$ cat src/rtl/fetch_unit_if.sv
// Fetch-stage bundle: pipeline control inputs, instruction-memory port and IF/ID outputs.
// The master side is the fetch unit itself; the slave side is the surrounding pipeline/memory.
interface fetch_unit_if;
    logic        Stall;
    logic        Redirect;
    logic [31:0] RedirectTarget;
    logic [31:0] ImemAddress;
    logic [31:0] ImemInstruction;
    logic [31:0] IFID_Instruction;
    logic [31:0] IFID_PCPlus4;
    logic        IFID_Valid;
    logic [31:0] FetchCount;

    modport master (
        input  Stall,
        input  Redirect,
        input  RedirectTarget,
        input  ImemInstruction,
        output ImemAddress,
        output IFID_Instruction,
        output IFID_PCPlus4,
        output IFID_Valid,
        output FetchCount
    );

    modport slave (
        output Stall,
        output Redirect,
        output RedirectTarget,
        output ImemInstruction,
        input  ImemAddress,
        input  IFID_Instruction,
        input  IFID_PCPlus4,
        input  IFID_Valid,
        input  FetchCount
    );
endinterface

$ cat src/rtl/fetch_unit.sv
// Instruction fetch stage: PC register, IF/ID pipeline register and a saturating fetch counter.
// Priority per edge is redirect, then stall, then normal advance; reset is asynchronous active-low.
module fetch_unit #(
    parameter logic [31:0] RESET_PC = 32'h00000000,
    parameter logic [31:0] NOP_WORD = 32'h00000000
) (
    input  logic         Clk,
    input  logic         Reset,
    fetch_unit_if.master bus
);

    logic [31:0] r_pc;
    logic [31:0] r_instr;
    logic [31:0] r_pc_plus4;
    logic        r_valid;
    logic [31:0] r_fetch_count;

    wire  [31:0] w_pc_plus4;
    wire  [31:0] w_redirect_pc;
    wire  [31:0] w_count_inc;

    assign w_pc_plus4    = r_pc + 32'd4;
    // Low target bits are dropped so a misaligned target lands on its word.
    assign w_redirect_pc = {bus.RedirectTarget[31:2], 2'b00};
    assign w_count_inc   = (r_fetch_count == 32'hFFFFFFFF) ? r_fetch_count
                                                           : r_fetch_count + 32'd1;

    always_ff @(posedge Clk or negedge Reset) begin
        if (!Reset) begin
            r_pc          <= RESET_PC;
            r_instr       <= NOP_WORD;
            r_pc_plus4    <= 32'd0;
            r_valid       <= 1'b0;
            r_fetch_count <= 32'd0;
        end else if (bus.Redirect) begin
            r_pc          <= w_redirect_pc;
            r_instr       <= NOP_WORD;
            r_pc_plus4    <= 32'd0;
            r_valid       <= 1'b0;
        end else if (!bus.Stall) begin
            r_pc          <= w_pc_plus4;
            r_instr       <= bus.ImemInstruction;
            r_pc_plus4    <= w_pc_plus4;
            r_valid       <= 1'b1;
            r_fetch_count <= w_count_inc;
        end
    end

    // PC goes straight to memory so the word for the current PC is ready before the edge.
    assign bus.ImemAddress      = r_pc;
    assign bus.IFID_Instruction = r_instr;
    assign bus.IFID_PCPlus4     = r_pc_plus4;
    assign bus.IFID_Valid       = r_valid;
    assign bus.FetchCount       = r_fetch_count;

endmodule

$ cat src/flat_wrapper.sv
// flat-port wrapper written by rule: the top's interface ports become plain ports
module fetch_unit_flat 
#(
    parameter logic [31:0] RESET_PC = 32'h00000000,
    parameter logic [31:0] NOP_WORD = 32'h00000000
)
  (Clk, Reset, bus_Stall, bus_Redirect, bus_RedirectTarget, bus_ImemInstruction, bus_ImemAddress, bus_IFID_Instruction, bus_IFID_PCPlus4, bus_IFID_Valid, bus_FetchCount);
  fetch_unit_if bus_i ();
  input  logic Clk;
  input  logic Reset;
  input wire logic [$bits(bus_i.Stall)-1:0] bus_Stall;
  input wire logic [$bits(bus_i.Redirect)-1:0] bus_Redirect;
  input wire logic [$bits(bus_i.RedirectTarget)-1:0] bus_RedirectTarget;
  input wire logic [$bits(bus_i.ImemInstruction)-1:0] bus_ImemInstruction;
  output wire logic [$bits(bus_i.ImemAddress)-1:0] bus_ImemAddress;
  output wire logic [$bits(bus_i.IFID_Instruction)-1:0] bus_IFID_Instruction;
  output wire logic [$bits(bus_i.IFID_PCPlus4)-1:0] bus_IFID_PCPlus4;
  output wire logic [$bits(bus_i.IFID_Valid)-1:0] bus_IFID_Valid;
  output wire logic [$bits(bus_i.FetchCount)-1:0] bus_FetchCount;
  assign bus_i.Stall = bus_Stall;
  assign bus_i.Redirect = bus_Redirect;
  assign bus_i.RedirectTarget = bus_RedirectTarget;
  assign bus_i.ImemInstruction = bus_ImemInstruction;
  assign bus_ImemAddress = bus_i.ImemAddress;
  assign bus_IFID_Instruction = bus_i.IFID_Instruction;
  assign bus_IFID_PCPlus4 = bus_i.IFID_PCPlus4;
  assign bus_IFID_Valid = bus_i.IFID_Valid;
  assign bus_FetchCount = bus_i.FetchCount;
  fetch_unit #(.RESET_PC(RESET_PC), .NOP_WORD(NOP_WORD)) u_core (.Clk(Clk), .Reset(Reset), .bus(bus_i));
endmodule
$ cat config.mk
export PLATFORM = sky130hd
export DESIGN_NAME = fetch_unit_flat
export DESIGN_NICKNAME = d
export VERILOG_FILES = /design/src/rtl/fetch_unit_if.sv /design/src/rtl/fetch_unit.sv /design/src/flat_wrapper.sv
export SDC_FILE = /design/constraint.sdc
export NUM_CORES = 1
export LEC_CHECK = 0
export BUFFER_PORTS_ARGS = -buffer_cell sky130_fd_sc_hd__clkbuf_2
export CAP_MARGIN = 15
export CORE_ASPECT_RATIO = 0.6
export CORE_UTILIZATION = 51
export CTS_CLUSTER_DIAMETER = 30
export CTS_CLUSTER_SIZE = 25
export DETAILED_ROUTE_END_ITERATION = 7
export GPL_ROUTABILITY_DRIVEN = 0
export PLACE_DENSITY = 0.89
export SYNTH_ARGS = -nofsm -noshare
export SYNTH_HDL_FRONTEND = slang
export SYNTH_SLANG_ARGS = --single-unit
$ cat constraint.sdc
create_clock -name Clk -period 2.65 [get_ports Clk]
set_input_delay 0.53 -clock Clk [delete_from_list [all_inputs] [get_ports Clk]]
set_output_delay 0.53 -clock Clk [all_outputs]
set_load 0.01 [all_outputs]
==> results.ini <==
[timing]
drv_slew = 0
rsz0062_at_grt = false
fin_skew_ns = 0.0124
finalHoldViolations = 0
slew_headroom_pct = 59.1
setup_tns_ns = 0
worst_pin_slew_ns = 0.608
min_period_ns = 2.21
setup_ws_ns = 0.442
fmax_mhz = 453
period_share_pct = 83.3
finalSetupViolCount = 0

[global_route]
grt.total_usage_pct = 26.6
grt_pass1_wl_microns = 25500
grt_pass1_vias = 5106
grt_max_degree = 69
antenna_found_initial = 0
gr-total-overflow = 0

[detailed_routing]
num_vias = 5342
post_drt_via_cell_ratio = 5.47
antenna_left = 0
routedWlPerCell_microns = 16.6
drt_iter0_drc = 345
wl_microns = 16200
firstDrtPassIters = 5
drc = 0

[logic_synthesis]
yosysMostFrequentCell = dfrtp_1
avgSynthCellArea_sq_um = 9.95
netlist-cell-type-count = 45
postSynth.asyncResetShare_pct = 100
synth_edf_count = 0
synth_warnings = 0
synthCells = 623
synthTopCellsByCount = dfrtp_1 (126), nor2_1 (83), nand2_1 (68), xnor2_1 (45), xor2_1 (37)
synth_top_area_share_pct = 50.9
yosys-top-cells-area = dfrtp_1 (51%), xnor2_1 (6.4%), mux2i_1 (5.3%)
synth_top_flop_cell = dfrtp_1
yosysTopAreaCell = dfrtp_1
yosysSeqAreaShare_pct = 50.9
ys_ff_latch = 126
synth_area_sq_um = 6200

[clocking]
holdBufCountCts = 0
clk_path_buf_depth = 2
cts_tree = yes
clkTransAtPathRegs_ns = 0.06
htreeDepth = 4
clock-root-buffer = clkbuf_16
post-cts-setup-buffers = 0
clock-sinks = 126
cts_resized = 0
clk_latency_ns = 0.41
cts_buffers = 17

[floorplanning]
dieArea_sq_um = 12600
start_util_pct = 53.6
fp.dieW_microns = 144
core_area_sq_um = 11600
io_pins = 197
rows = 30
die-height_microns = 87.4

[worst_setup_path]
cp-start-kind = flip-flop
worstSetupPathType = reg2reg
crit_arrival_ns = 2.52
endpoint_kind = flip-flop
cp_max_fo = 8
critPathRequiredTime_ns = 2.96

[pwr]
leakagePower_nw = 3.85
ir_drop_mv = 0.499
power.total_mw = 5.41
p_per_area_nw_per_um2 = 684

[final_layout]
antenna_cells = 0
syn_to_final_growth_pct = 27.6
drive_above_1_share_pct = 30.4
fin_util_pct = 68.4
final_nets = 875

[run_status]
status = completed

[run]
maxCapViolCount = 0

[worst_hold_path]
hold_class = in2async

[placed_design]
post-place-ws_ns = 0.395
dpl.hpwl_microns = 11400
port-buffer-count = 192

worst max-delay path: stages, from the launching register on:
cell	delay (ns)
dfrtp_1	0.51
nand4_2	0.26
nor3_1	0.49
nand3_1	0.21
or3_1	0.38
a311oi_1	0.25
state kept, by name, summed over array words and instances (netlist names):
| signal | cells |
|---|---|
| u_core.bus.FetchCount | 32 |
| u_core.bus.IFID_Instruction | 32 |
| u_core.bus.IFID_PCPlus4 | 31 |
| u_core.bus.ImemAddress | 30 |
| u_core.bus.IFID_Valid | 1 |
layout make-up:
type	count	area, sq um
Clock buffer	19	453
Tap cell	160	200
Fill cell	938	3650
Clock inverter	12	161
Timing Repair Buffer	202	1070
Multi-Input combinational cell	455	2860
Inverter	3	11.3
Sequential cell	126	3150
cell usage in the layout (no fill, tap or decap), types with 3 or more instances in the layout:
cell and n:
clkbuf_2 189, dfrtp_1 126, nor2_1 83, nand2_1 68, xnor2_1 45, xor2_1 37
mux2i_1 33, nand3_1 31, o21ai_0 24, nand4_1 23, clkbuf_16 17, a211oi_1 16
a21oi_1 14, and4_1 11, and3_1 11, buf_4 11, o21ai_1 10, nor3_1 7
and2_1 5, or3_1 4, inv_1 3, a311oi_1 3, nor3_2 3, clkinvlp_4 3
clkinv_4 3, bufinv_16 3
logic make-up (layout without fill, tap and decap cells):
| logic type | count (synthesis) | count (layout) | share of synthesized area [%] |
|---|---|---|---|
| AOI/OAI and AO/OA | 72 | 72 | 6.98 |
| xor gates and xnor gates | 82 | 82 | 11.6 |
| muxes | 34 | 34 | 5.51 |
| adders and majority gates | 2 | 2 | 0.404 |
| and+or+nand+nor | 263 | 263 | 21.6 |
| buffers and inverters | 43 | 236 | 3.03 |
| DFF | 126 | 126 | 50.9 |
| other | 1 | 2 | 0.0605 |
layer usage:
metal	GRT usage, %	up-vias	routed length (microns)
met5	0	-	0
met4	8.71	0	152
met1	36.5	2576	7320
met3	6.21	18	1230
met2	41.9	234	7500
li1	-	2514	-
path summary, 6_finish.rpt:
kind | from | to | slack (ns) | depth (start not counted)
setup / recovery | u_core.bus.ImemAddress[9] | u_core.bus.IFID_PCPlus4[31] | 0.44 | 5
hold / removal | Reset | u_core.bus.IFID_PCPlus4[25] | 0.07 | 1
setup reg to reg | u_core.bus.ImemAddress[9] | u_core.bus.IFID_PCPlus4[31] | 0.44 | 5
hold reg to reg | u_core.bus.FetchCount[15] | u_core.bus.FetchCount[15] | 0.49 | 1
max in group asynchronous | Reset | u_core.bus.FetchCount[0] | 1.83 | 2
min in group Clk | bus_RedirectTarget[2] | u_core.bus.ImemAddress[2] | 0.32 | 3
metrics by stage:
| step | cell area (sq um) | hold slack, ns | cells |
|---|---|---|---|
| 2_1_floorplan | 6200 | 0.234 | 624 |
| 3_3_place_gp | 7290 | 0.478 | 946 |
| 3_5_place_dp | 7290 | 0.481 | 946 |
| 4_1_cts | 7910 | 0.0684 | 977 |
| 5_1_grt | 7910 | 0.0833 | 977 |
| 6_report | 7910 | 0.0657 | 977 |
where the power goes:
part           switching [mW]  internal (mW)  leakage, nW  total [mW]
registers               0.197           2.08         1.64        2.27
logic                   0.402          0.313         1.92       0.715
clock network           0.891           1.53        0.292        2.42
Note: power is estimated with default switching activity, not from simulation.
